==> config.mk <==
export PLATFORM = sky130hd
export DESIGN_NAME = tw_master_burst_flat
export DESIGN_NICKNAME = d
export VERILOG_FILES = /design/src/rtl/tw_master_burst_if.sv /design/src/rtl/tw_master_burst.sv /design/src/flat_wrapper.sv
export SDC_FILE = /design/constraint.sdc
export NUM_CORES = 1
export LEC_CHECK = 0
export CAP_MARGIN = 20
export CORE_MARGIN = 5
export CORE_UTILIZATION = 51
export DETAILED_ROUTE_END_ITERATION = 10
export PLACE_DENSITY = 0.76
export RECOVER_POWER = 100
export SLEW_MARGIN = 20
export SYNTH_ARGS = -nofsm -noshare
export SYNTH_HDL_FRONTEND = slang
export SYNTH_SLANG_ARGS = --single-unit
==> constraint.sdc <==
create_clock -name in_clk -period 3 [get_ports in_clk]
set_clock_uncertainty 0.1 [all_clocks]
set_input_delay 0.45 -clock in_clk [delete_from_list [all_inputs] [get_ports in_clk]]
set_output_delay 0.45 -clock in_clk [all_outputs]
set_load 0.01 [all_outputs]
==> src/rtl/tw_master_burst_if.sv <==
// Command, write-data, read-data and 3-wire pin bundle of the burst master.
// The master modport is the master block itself; the slave modport is its environment.
interface tw_master_burst_if #(
  parameter int TWS_ADDRESS_BITS       = 10,
  parameter int TWS_DATA_BITS          = 32,
  parameter int TWS_ADDRESS_BITS_WIDTH = 5,
  parameter int TWS_DATA_BITS_WIDTH    = 6,
  parameter int LEN_WIDTH              = 8
) ();
  logic [TWS_ADDRESS_BITS_WIDTH:0] addr_bits;
  logic [TWS_DATA_BITS_WIDTH:0]    data_bits;
  logic                            cmd_valid;
  logic                            cmd_ready;
  logic                            cmd_wr;
  logic [TWS_ADDRESS_BITS-1:0]     cmd_addr;
  logic [LEN_WIDTH-1:0]            cmd_len;
  logic [TWS_DATA_BITS-1:0]        wr_data;
  logic                            wr_data_valid;
  logic                            wr_data_ready;
  logic [TWS_DATA_BITS-1:0]        rd_data;
  logic                            rd_data_valid;
  logic                            busy;
  logic                            done;
  logic                            tw_bus_clock;
  logic                            tw_bus_chipselect;
  logic                            tw_bus_data_out;
  logic                            tw_bus_data_oe;
  logic                            tw_bus_data_in;

  modport master (
    input  addr_bits, data_bits, cmd_valid, cmd_wr, cmd_addr, cmd_len,
           wr_data, wr_data_valid, tw_bus_data_in,
    output cmd_ready, wr_data_ready, rd_data, rd_data_valid, busy, done,
           tw_bus_clock, tw_bus_chipselect, tw_bus_data_out, tw_bus_data_oe
  );

  modport slave (
    output addr_bits, data_bits, cmd_valid, cmd_wr, cmd_addr, cmd_len,
           wr_data, wr_data_valid, tw_bus_data_in,
    input  cmd_ready, wr_data_ready, rd_data, rd_data_valid, busy, done,
           tw_bus_clock, tw_bus_chipselect, tw_bus_data_out, tw_bus_data_oe
  );
endinterface

==> src/rtl/tw_master_burst.sv <==
// 3-wire burst master: mode bit, address and N data words MSB-first over a
// divided bus clock, with write-data stall and per-word read reporting.
module tw_master_burst #(
  parameter int TWS_ADDRESS_BITS       = 10,
  parameter int TWS_DATA_BITS          = 32,
  parameter int TWS_ADDRESS_BITS_WIDTH = 5,
  parameter int TWS_DATA_BITS_WIDTH    = 6,
  parameter int CLK_DIV                = 4,
  parameter int LEN_WIDTH              = 8
) (
  input  logic              in_clk,
  input  logic              in_reset,
  tw_master_burst_if.master bus
);
  localparam int AW  = TWS_ADDRESS_BITS;
  localparam int DW  = TWS_DATA_BITS;
  localparam int ABW = TWS_ADDRESS_BITS_WIDTH + 1;
  localparam int DBW = TWS_DATA_BITS_WIDTH + 1;
  localparam int BW  = (ABW > DBW) ? ABW : DBW;
  localparam int CW  = ($clog2(CLK_DIV) < 1) ? 1 : $clog2(CLK_DIV);
  localparam logic [CW-1:0]  CNT_LAST = CW'(CLK_DIV - 1);
  localparam logic [ABW-1:0] ADDR_MAX = ABW'(AW);
  localparam logic [DBW-1:0] DATA_MAX = DBW'(DW);

  typedef enum logic [3:0] {
    S_IDLE, S_SETUP, S_MODE, S_ADDR, S_DATA_WR, S_STALL, S_DATA_RD, S_HOLD, S_GAP
  } state_t;

  state_t                 state_q, state_d;
  logic [CW-1:0]          cnt_q, cnt_d;
  logic                   phase_q, phase_d;
  logic [BW-1:0]          bit_q, bit_d;
  logic [LEN_WIDTH-1:0]   word_q, word_d;
  logic [ABW-1:0]         abits_q, abits_d;
  logic [DBW-1:0]         dbits_q, dbits_d;
  logic                   wr_q, wr_d;
  logic [AW-1:0]          addr_q, addr_d;
  logic [DW-1:0]          sh_q, sh_d;
  logic [DW-1:0]          rd_data_q, rd_data_d;
  logic                   rd_valid_q, rd_valid_d;
  logic                   done_q, done_d;
  logic                   dout_q, dout_d;
  logic                   oe_q, oe_d;
  logic                   cs_q, cs_d;

  logic                   half_end;
  logic                   cell_end;
  logic                   is_cell;
  logic                   word_start;
  logic                   wr_ready;
  logic [DW-1:0]          wr_aligned;

  // Address and write words are left-aligned so the active MSB is always the top bit.
  assign wr_aligned = bus.wr_data << (DATA_MAX - dbits_q);
  assign half_end   = (cnt_q == CNT_LAST);
  assign cell_end   = half_end && phase_q;
  assign is_cell    = (state_q == S_MODE) || (state_q == S_ADDR) ||
                      (state_q == S_DATA_WR) || (state_q == S_DATA_RD);

  always_comb begin
    state_d    = state_q;
    cnt_d      = cnt_q;
    phase_d    = phase_q;
    bit_d      = bit_q;
    word_d     = word_q;
    abits_d    = abits_q;
    dbits_d    = dbits_q;
    wr_d       = wr_q;
    addr_d     = addr_q;
    sh_d       = sh_q;
    rd_data_d  = rd_data_q;
    rd_valid_d = 1'b0;
    done_d     = 1'b0;
    dout_d     = dout_q;
    oe_d       = oe_q;
    word_start = 1'b0;
    wr_ready   = 1'b0;

    if (state_q != S_IDLE && state_q != S_STALL) begin
      cnt_d = half_end ? '0 : cnt_q + 1'b1;
    end
    if (is_cell && half_end) begin
      phase_d = ~phase_q;
    end

    case (state_q)
      S_IDLE: begin
        if (bus.cmd_valid) begin
          state_d = S_SETUP;
          cnt_d   = '0;
          phase_d = 1'b0;
          abits_d = bus.addr_bits;
          dbits_d = bus.data_bits;
          wr_d    = bus.cmd_wr;
          addr_d  = bus.cmd_addr << (ADDR_MAX - bus.addr_bits);
          word_d  = bus.cmd_len;
          dout_d  = bus.cmd_wr;
          oe_d    = 1'b1;
        end
      end
      S_SETUP: begin
        if (half_end) state_d = S_MODE;
      end
      S_MODE: begin
        if (cell_end) begin
          state_d = S_ADDR;
          bit_d   = BW'(abits_q) - 1'b1;
          dout_d  = addr_q[AW-1];
        end
      end
      S_ADDR: begin
        if (cell_end) begin
          if (bit_q == '0) begin
            if (wr_q) begin
              word_start = 1'b1;
            end else begin
              state_d = S_DATA_RD;
              oe_d    = 1'b0;
              bit_d   = BW'(dbits_q) - 1'b1;
              sh_d    = '0;
            end
          end else begin
            bit_d  = bit_q - 1'b1;
            addr_d = addr_q << 1;
            dout_d = addr_q[AW-2];
          end
        end
      end
      S_DATA_WR: begin
        if (cell_end) begin
          if (bit_q == '0) begin
            if (word_q == '0) begin
              state_d = S_HOLD;
            end else begin
              word_d     = word_q - 1'b1;
              word_start = 1'b1;
            end
          end else begin
            bit_d  = bit_q - 1'b1;
            sh_d   = sh_q << 1;
            dout_d = sh_q[DW-2];
          end
        end
      end
      S_STALL: begin
        word_start = 1'b1;
      end
      S_DATA_RD: begin
        // The slave drives after the rising edge; sample at the end of the high half.
        if (cell_end) begin
          sh_d = {sh_q[DW-2:0], bus.tw_bus_data_in};
          if (bit_q == '0) begin
            rd_data_d  = {sh_q[DW-2:0], bus.tw_bus_data_in};
            rd_valid_d = 1'b1;
            if (word_q == '0) begin
              state_d = S_HOLD;
            end else begin
              word_d = word_q - 1'b1;
              bit_d  = BW'(dbits_q) - 1'b1;
              sh_d   = '0;
            end
          end else begin
            bit_d = bit_q - 1'b1;
          end
        end
      end
      S_HOLD: begin
        if (half_end) begin
          state_d = S_GAP;
          oe_d    = 1'b0;
          dout_d  = 1'b0;
        end
      end
      S_GAP: begin
        if (half_end) begin
          state_d = S_IDLE;
          done_d  = 1'b1;
        end
      end
      default: state_d = S_IDLE;
    endcase

    // Word boundary of a write: load the next word or park with the clock low.
    if (word_start) begin
      if (bus.wr_data_valid) begin
        wr_ready = 1'b1;
        state_d  = S_DATA_WR;
        cnt_d    = '0;
        phase_d  = 1'b0;
        bit_d    = BW'(dbits_q) - 1'b1;
        sh_d     = wr_aligned;
        dout_d   = wr_aligned[DW-1];
      end else begin
        state_d = S_STALL;
      end
    end
  end

  assign cs_d = (state_d == S_IDLE) || (state_d == S_GAP);

  always_ff @(posedge in_clk) begin
    if (in_reset) begin
      state_q    <= S_IDLE;
      cnt_q      <= '0;
      phase_q    <= 1'b0;
      bit_q      <= '0;
      word_q     <= '0;
      abits_q    <= '0;
      dbits_q    <= '0;
      wr_q       <= 1'b0;
      addr_q     <= '0;
      sh_q       <= '0;
      rd_data_q  <= '0;
      rd_valid_q <= 1'b0;
      done_q     <= 1'b0;
      dout_q     <= 1'b0;
      oe_q       <= 1'b0;
      cs_q       <= 1'b1;
    end else begin
      state_q    <= state_d;
      cnt_q      <= cnt_d;
      phase_q    <= phase_d;
      bit_q      <= bit_d;
      word_q     <= word_d;
      abits_q    <= abits_d;
      dbits_q    <= dbits_d;
      wr_q       <= wr_d;
      addr_q     <= addr_d;
      sh_q       <= sh_d;
      rd_data_q  <= rd_data_d;
      rd_valid_q <= rd_valid_d;
      done_q     <= done_d;
      dout_q     <= dout_d;
      oe_q       <= oe_d;
      cs_q       <= cs_d;
    end
  end

  assign bus.cmd_ready         = (state_q == S_IDLE);
  assign bus.busy              = (state_q != S_IDLE);
  assign bus.wr_data_ready     = wr_ready;
  assign bus.rd_data           = rd_data_q;
  assign bus.rd_data_valid     = rd_valid_q;
  assign bus.done              = done_q;
  assign bus.tw_bus_clock      = phase_q;
  assign bus.tw_bus_chipselect = cs_q;
  assign bus.tw_bus_data_out   = dout_q;
  assign bus.tw_bus_data_oe    = oe_q;
endmodule
==> src/flat_wrapper.sv <==
// flat-port wrapper written by rule: the top's interface ports become plain ports
module tw_master_burst_flat 
#(
  parameter int TWS_ADDRESS_BITS       = 10,
  parameter int TWS_DATA_BITS          = 32,
  parameter int TWS_ADDRESS_BITS_WIDTH = 5,
  parameter int TWS_DATA_BITS_WIDTH    = 6,
  parameter int CLK_DIV                = 4,
  parameter int LEN_WIDTH              = 8
)
  (in_clk, in_reset, bus_addr_bits, bus_data_bits, bus_cmd_valid, bus_cmd_wr, bus_cmd_addr, bus_cmd_len, bus_wr_data, bus_wr_data_valid, bus_tw_bus_data_in, bus_cmd_ready, bus_wr_data_ready, bus_rd_data, bus_rd_data_valid, bus_busy, bus_done, bus_tw_bus_clock, bus_tw_bus_chipselect, bus_tw_bus_data_out, bus_tw_bus_data_oe);
  tw_master_burst_if #(.TWS_ADDRESS_BITS(TWS_ADDRESS_BITS), .TWS_DATA_BITS(TWS_DATA_BITS), .TWS_ADDRESS_BITS_WIDTH(TWS_ADDRESS_BITS_WIDTH), .TWS_DATA_BITS_WIDTH(TWS_DATA_BITS_WIDTH), .LEN_WIDTH(LEN_WIDTH)) bus_i ();
  input  logic in_clk;
  input  logic in_reset;
  input wire logic [$bits(bus_i.addr_bits)-1:0] bus_addr_bits;
  input wire logic [$bits(bus_i.data_bits)-1:0] bus_data_bits;
  input wire logic [$bits(bus_i.cmd_valid)-1:0] bus_cmd_valid;
  input wire logic [$bits(bus_i.cmd_wr)-1:0] bus_cmd_wr;
  input wire logic [$bits(bus_i.cmd_addr)-1:0] bus_cmd_addr;
  input wire logic [$bits(bus_i.cmd_len)-1:0] bus_cmd_len;
  input wire logic [$bits(bus_i.wr_data)-1:0] bus_wr_data;
  input wire logic [$bits(bus_i.wr_data_valid)-1:0] bus_wr_data_valid;
  input wire logic [$bits(bus_i.tw_bus_data_in)-1:0] bus_tw_bus_data_in;
  output wire logic [$bits(bus_i.cmd_ready)-1:0] bus_cmd_ready;
  output wire logic [$bits(bus_i.wr_data_ready)-1:0] bus_wr_data_ready;
  output wire logic [$bits(bus_i.rd_data)-1:0] bus_rd_data;
  output wire logic [$bits(bus_i.rd_data_valid)-1:0] bus_rd_data_valid;
  output wire logic [$bits(bus_i.busy)-1:0] bus_busy;
  output wire logic [$bits(bus_i.done)-1:0] bus_done;
  output wire logic [$bits(bus_i.tw_bus_clock)-1:0] bus_tw_bus_clock;
  output wire logic [$bits(bus_i.tw_bus_chipselect)-1:0] bus_tw_bus_chipselect;
  output wire logic [$bits(bus_i.tw_bus_data_out)-1:0] bus_tw_bus_data_out;
  output wire logic [$bits(bus_i.tw_bus_data_oe)-1:0] bus_tw_bus_data_oe;
  assign bus_i.addr_bits = bus_addr_bits;
  assign bus_i.data_bits = bus_data_bits;
  assign bus_i.cmd_valid = bus_cmd_valid;
  assign bus_i.cmd_wr = bus_cmd_wr;
  assign bus_i.cmd_addr = bus_cmd_addr;
  assign bus_i.cmd_len = bus_cmd_len;
  assign bus_i.wr_data = bus_wr_data;
  assign bus_i.wr_data_valid = bus_wr_data_valid;
  assign bus_i.tw_bus_data_in = bus_tw_bus_data_in;
  assign bus_cmd_ready = bus_i.cmd_ready;
  assign bus_wr_data_ready = bus_i.wr_data_ready;
  assign bus_rd_data = bus_i.rd_data;
  assign bus_rd_data_valid = bus_i.rd_data_valid;
  assign bus_busy = bus_i.busy;
  assign bus_done = bus_i.done;
  assign bus_tw_bus_clock = bus_i.tw_bus_clock;
  assign bus_tw_bus_chipselect = bus_i.tw_bus_chipselect;
  assign bus_tw_bus_data_out = bus_i.tw_bus_data_out;
  assign bus_tw_bus_data_oe = bus_i.tw_bus_data_oe;
  tw_master_burst #(.TWS_ADDRESS_BITS(TWS_ADDRESS_BITS), .TWS_DATA_BITS(TWS_DATA_BITS), .TWS_ADDRESS_BITS_WIDTH(TWS_ADDRESS_BITS_WIDTH), .TWS_DATA_BITS_WIDTH(TWS_DATA_BITS_WIDTH), .CLK_DIV(CLK_DIV), .LEN_WIDTH(LEN_WIDTH)) u_core (.in_clk(in_clk), .in_reset(in_reset), .bus(bus_i));
endmodule
==> flow_metrics.env, run 1 <==
export IMPL_status="complete, no violations"
export IMPL_antenna_found_initial=0
export IMPL_synth_edf_count=0
export IMPL_antenna_cells=0
export IMPL_start_util_pct=52.1
export IMPL_drc=0
export IMPL_post_drt_wl_per_cell_um=17.9
export IMPL_first_pass_iters=5
export IMPL_area_growth_synth_to_final_pct=25.6
export IMPL_via_count=8140
export IMPL_fillers=1318
export IMPL_drv_slew=0
export IMPL_yosys_area_top_type="dfxtp_1"
export IMPL_finalHoldViolations=0
export IMPL_setup_viol=0
export IMPL_critPathLaunchType="flop"
export IMPL_path_class="reg2out"
export IMPL_postCtsHoldBufs=0
export IMPL_port_buffers=109
export IMPL_viasPerCell=6.16
export IMPL_cts_sinks=114
export IMPL_synth_cells=1003
export IMPL_cts_root_buf="clkbuf_16"
export IMPL_synth_top_cells_by_count="nand2_1 (167), dfxtp_1 (114), a21oi_1 (91)"
export IMPL_max_freq_ghz=0.350
export IMPL_path_depth=6
export IMPL_path_buf_inv=2
export IMPL_final_nets=1174
export IMPL_cts_buffer_depth=2
export IMPL_cts_htree_levels=4
export IMPL_insertion_delay_ps=420
export IMPL_yosysMostFrequentCell="nand2_1"
export IMPL_routabilityCongestion=0.939
export IMPL_fin_crit_sh_pct=95.2
export IMPL_cts_tree="done"
export IMPL_cts_buffers=17
export IMPL_p_clk_share_pct=44.4
export IMPL_ys_flop_type="dfxtp_1"
export IMPL_yosys_warnings=0
export IMPL_hold_depth=2
export IMPL_grtUsageTotal_pct=25.4
export IMPL_ant_nets=0
export IMPL_fp_dieArea_um2=18200
export IMPL_final_layout_size_suffix_gt1_share_pct=11.9
export IMPL_hp_class="reg2reg"
export IMPL_holdWs_ps=348
export IMPL_dieWidth_um=135
export IMPL_rsz0062_at_grt="false"
export IMPL_period_needed_ps=2860
export IMPL_path_cells="or4_1, nor3_4, a21o_1, nand2_1, inv_1, dlygate4sd2_1"
export IMPL_synth_nets=1080
export IMPL_worstPathArrival_ps=2310
export IMPL_vdd_drop_max_mv=0.412
export IMPL_synthArstFlopShare_pct=0
export IMPL_die_h_um=135
export IMPL_switching_power_uw=1480
export IMPL_wl_um=23700
export IMPL_relSlewSlack_pct=27.5
export IMPL_syn_avg_cell_area_um2=7.93
export IMPL_ioPinCount=110
export IMPL_required_ps=2450
export IMPL_cts_clk_slew_worst_paths_ps=60
export IMPL_synthTopCellsByArea="dfxtp_1 (29%), mux2i_1 (8.9%), nand2_1 (7.9%)"
export IMPL_drv_cap=0
export IMPL_grt_max_degree=78
export IMPL_p_comb_share_pct=23.5
export IMPL_yosysUniqueCellTypes=79
export IMPL_drt_iter0_drc=958
export IMPL_p_int_uw=3480
export IMPL_endpoint_kind="primary output"
export IMPL_finalSetupTns_ps=0
export IMPL_tightest_slew_ps=1080
export IMPL_grt_pass1_vias=7264
export IMPL_core_um2=15300
export IMPL_timing_critical_path_max_delay_family="simple AND/OR/NAND/NOR gates"
export IMPL_synth_top_area_share_pct=28.7
export IMPL_hpwl_um=17300
export IMPL_cpPeakStageDelay_ps=620
export IMPL_synth_area_um2=7950
export IMPL_grt_overflow_total=0
export IMPL_cp_max_fo=6
export IMPL_row_count=45
export IMPL_grt_pass1_wl_um=37700
export IMPL_ys_seq_area_share_pct=28.7
export IMPL_reg2reg_depth=6
export IMPL_pwr_share_seq_pct=32.0
export IMPL_slowest_stage="or4_1"
export IMPL_powerDensity_nw_per_um2=497
export IMPL_p_sw_share_pct=29.7
export IMPL_synth_seq_cells=114
export IMPL_leakage_uw=0.00368
==> logic make-up after synthesis <==
group	share of synthesized area (%)
AND/OR/NAND/NOR	21.9
adder cells (fa/ha/maj)	1.26
flip-flops	28.7
buffers and inverters	5.19
AO/OA/AOI/OAI	24.8
XOR/XNOR	2.41
multiplexers	15.7
==> metal layers <==
| layer | GRT usage (%) | vias up | routed length [µm] |
|---|---|---|---|
| met2 | 36.6 | 401 | 9990 |
| li1 | - | 3918 | - |
| met1 | 37.5 | 3768 | 10900 |
| met4 | 7.86 | 0 | 528 |
| met3 | 6.00 | 53 | 2230 |
| met5 | 0 | - | 0 |
==> final cells by class <==
| class | instances | area [µm²] | share of cell area (%) |
|---|---|---|---|
| multi-input combinational | 789 | 5280 | 52.8 |
| tap | 211 | 264 | 2.64 |
| sequential | 114 | 2280 | 22.9 |
| inverter | 22 | 82.6 | 0.827 |
| clock inverter | 14 | 201 | 2.02 |
| timing repair buffer | 153 | 1440 | 14.4 |
| clock buffer | 18 | 439 | 4.40 |
==> worst reg2reg max path, delay by kind of cell (launching register included) <==
kind / cells / cell delay (ps)
flip-flops: 1 / 450
buffers and inverters: 1 / 250
AND/OR/NAND/NOR: 4 / 1830
AO/OA/AOI/OAI: 1 / 130
==> power by group through the flow <==
stage	clock network, µW	logic [µW]	registers (µW)
after floorplan	0	789	1600
after global placement	0	1130	1620
after detailed placement	0	1140	1620
after CTS	2210	1140	1590
after global routing	2300	1250	1590
final	2200	1170	1590
==> cells in the final DEF (no fill, tap or decap), types with 18 or more instances in the layout <==
cell	n
nand2_1	167
dfxtp_1	112
a21oi_1	91
mux2i_1	71
clkdlybuf4s50_1	67
nor2_1	62
o21ai_0	40
dlygate4sd3_1	40
buf_4	37
a22oi_1	35
nand3_1	26
inv_1	21
o22ai_1	19
mux4_2	18
==> sequential cells by signal, summed over array words and instances, names as in the netlist, 2 cells and up <==
signal / flops
u_core.abits_q: 6
u_core.word_q: 8
u_core.bus.rd_data: 32
u_core.dbits_q: 7
u_core.addr_q: 10
u_core.state_q: 4
u_core.cnt_q: 2
u_core.bit_q: 7
u_core.sh_q: 31
==> per-stage QoR <==
step	total power [µW]	area, µm²	setup WS [ps]	cells	util [%]
4_1_cts	4940	10000	182	1321	65.6
3_3_place_gp	2750	9360	342	1289	61.3
6_report	4960	9990	143	1321	65.5
3_5_place_dp	2760	9360	314	1289	61.3
2_1_floorplan	2390	7950	62.3	1003	-
5_1_grt	5150	9990	18.3	1321	65.5
==> what timing repair did <==
item | in CTS | in global routing
buffers inserted | 0 | 0
setup endpoints to repair | 1 | 0
gates resized for setup | 4 | 0
hold endpoints to repair | 0 | 0
==> final timing paths <==
kind | slack, ps | endpoint | start
hold reg to reg | 350 | u_core.bus.rd_data[24] | u_core.bus.rd_data[24]
setup / recovery | 140 | bus_wr_data_ready | u_core.bit_q[5]
setup reg to reg | 160 | u_core.addr_q[8] | u_core.state_q[1]
hold / removal | 350 | u_core.bus.rd_data[24] | u_core.bus.rd_data[24]
(Power assumes the default switching activity.)
==> inputs of run 2 (changes only) <==
--- a/config.mk
+++ b/config.mk
@@ -6,7 +6,7 @@
 export NUM_CORES = 1
 export LEC_CHECK = 0
 export CAP_MARGIN = 20
-export CORE_MARGIN = 5
+export CORE_MARGIN = 8
 export CORE_UTILIZATION = 51
 export DETAILED_ROUTE_END_ITERATION = 10
 export PLACE_DENSITY = 0.76
==> flow_metrics.env, run 2 (synthesized netlist as in run 1, its figures left out) <==
export IMPL_highest_layer="met4"
export IMPL_grt_pass1_wl_um=39500
export IMPL_p_comb_share_pct=23.8
export IMPL_ioPinCount=110
export IMPL_pwr_share_seq_pct=32.0
export IMPL_cts_buffers=17
export IMPL_hpwl_um=18000
export IMPL_rr_endpoint="u_core.sh_q[26]"
export IMPL_fin_crit_sh_pct=95.5
export IMPL_via_count=8179
export IMPL_finalHoldViolations=0
export IMPL_dpl_cell_area_um2=9350
export IMPL_worstPathArrival_ps=2320
export IMPL_final_nets=1177
export IMPL_endpoint_kind="primary output"
export IMPL_reg2reg_depth=7
export IMPL_relSlewSlack_pct=25.4
export IMPL_fillers=1284
export IMPL_leakage_uw=0.00368
export IMPL_dpl_worst_slack_ps=279
export IMPL_drt_iter0_drc=964
export IMPL_grtUsageTotal_pct=24.1
export IMPL_p_int_uw=3490
export IMPL_antenna_found_initial=0
export IMPL_routabilityCongestion=0.962
export IMPL_fin_ws_ps=134
export IMPL_required_ps=2450
export IMPL_drt_met1_wl_um=11200
export IMPL_wl_met2_um=10400
export IMPL_start_util_pct=52.3
export IMPL_rrSetupSlack_ps=200
export IMPL_powerDensity_nw_per_um2=496
export IMPL_rsz0062_at_grt="false"
export IMPL_wl_um=24400
export IMPL_antenna_cells=0
export IMPL_fp_dieArea_um2=19800
export IMPL_tightest_slew_ps=1110
export IMPL_core_um2=15200
export IMPL_cts_tree="done"
export IMPL_post_drt_wl_per_cell_um=18.8
export IMPL_layout_commonest_cell="nand2_1"
export IMPL_grt_overflow_total=0
export IMPL_drv_cap=0
export IMPL_setup_viol=0
export IMPL_path_class="reg2out"
export IMPL_final_cell_mix="nand2_1 (167), dfxtp_1 (112), a21oi_1 (91)"
export IMPL_finalSetupTns_ps=0
export IMPL_critPathLaunchType="flop"
export IMPL_cts_htree_levels=4
export IMPL_p_clk_share_pct=44.2
export IMPL_min_from="in_reset"
export IMPL_postCtsHoldBufs=0
export IMPL_cts_buffer_depth=2
export IMPL_insertion_delay_ps=420
export IMPL_largest_register_ffs=32
export IMPL_met3_length_um=2270
export IMPL_port_buffers=109
export IMPL_cp_max_fo=9
export IMPL_first_pass_iters=8
export IMPL_vdd_drop_max_mv=0.466
export IMPL_max_freq_ghz=0.349
export IMPL_viasPerCell=6.29
export IMPL_grt_max_degree=60
export IMPL_p_sw_share_pct=29.6
export IMPL_worstHoldEndpoint="u_core.addr_q[2]"
export IMPL_period_needed_ps=2870
export IMPL_reg2reg_from="u_core.bit_q[5]"
export IMPL_cts_clk_slew_worst_paths_ps=60
export IMPL_fin_total_pwr_uw=4950
export IMPL_cts_root_buf="clkbuf_16"
export IMPL_multi_input_area_um2=5290
export IMPL_grt_pass1_vias=7596
export IMPL_dieWidth_um=141
export IMPL_final_cell_area_um2=9990
export IMPL_switching_power_uw=1460
export IMPL_status="complete, no violations"
export IMPL_hp_class="in2reg"
export IMPL_area_growth_synth_to_final_pct=25.6
export IMPL_drc=0
export IMPL_die_h_um=141
export IMPL_seqCellArea_um2=2280
export IMPL_cts_sinks=114
export IMPL_final_layout_size_suffix_gt1_share_pct=12.3
export IMPL_ant_nets=0
export IMPL_row_count=45
export IMPL_drv_slew=0
export IMPL_hold_depth=2
[run 2: worst max-delay path: stages, from the launching register on]
cell           delay (ps)
dfxtp_1               310
inv_1                  90
ha_1                  180
nor3b_1               180
buf_4                 180
nand3_1               160
and2_0                280
nand2_1               160
inv_1                  70
dlygate4sd2_1         290
[run 2: power by group through the flow]
stage | combinational, µW | clock (µW) | sequential (µW)
after CTS | 1160 | 2200 | 1590
after global placement | 1140 | 0 | 1620
after global routing | 1270 | 2260 | 1590
final | 1180 | 2190 | 1590
after floorplan | 789 | 0 | 1600
after detailed placement | 1150 | 0 | 1620
[run 2: area by class of cell]
type,instances,area share [%]
multi-input combinational,789,52.9
sequential,114,22.9
timing repair buffer,156,14.6
clock buffer,18,4.40
tap,188,2.36
clock inverter,14,2.02
inverter,22,0.827
[run 2: worst max path at each step]
stage	from	end	slack, ps	depth (start not counted)
floorplan	u_core.dbits_q[0]	u_core.sh_q[29]	60	9
global placement	bus_addr_bits[1]	u_core.addr_q[5]	360	6
detailed placement	bus_addr_bits[1]	u_core.addr_q[8]	280	7
CTS	u_core.word_q[0]	bus_wr_data_ready	170	9
global route	u_core.word_q[0]	bus_wr_data_ready	40	9
finish	u_core.word_q[0]	bus_wr_data_ready	130	9
[run 2: repair_timing]
item,CTS,global route
setup endpoints to repair,1,0
resized for setup,3,0
setup buffers,1,0
[run 2: stage by stage]
| step | hold WS [ps] | utilization [%] | std cells |
|---|---|---|---|
| finish | 331 | 65.7 | 1301 |
| global route | 352 | 65.7 | 1301 |
| CTS | 318 | 65.8 | 1301 |
| detailed placement | 345 | 61.5 | 1268 |
| global placement | 342 | 61.5 | 1268 |
| floorplan | 332 | - | 1003 |
[run 2: routing by layer]
metal	vias to the layer above	track usage [%]
met5	-	0
met4	0	8.77
met3	48	5.94
met2	436	35.2
met1	3773	33.6
li1	3922	-
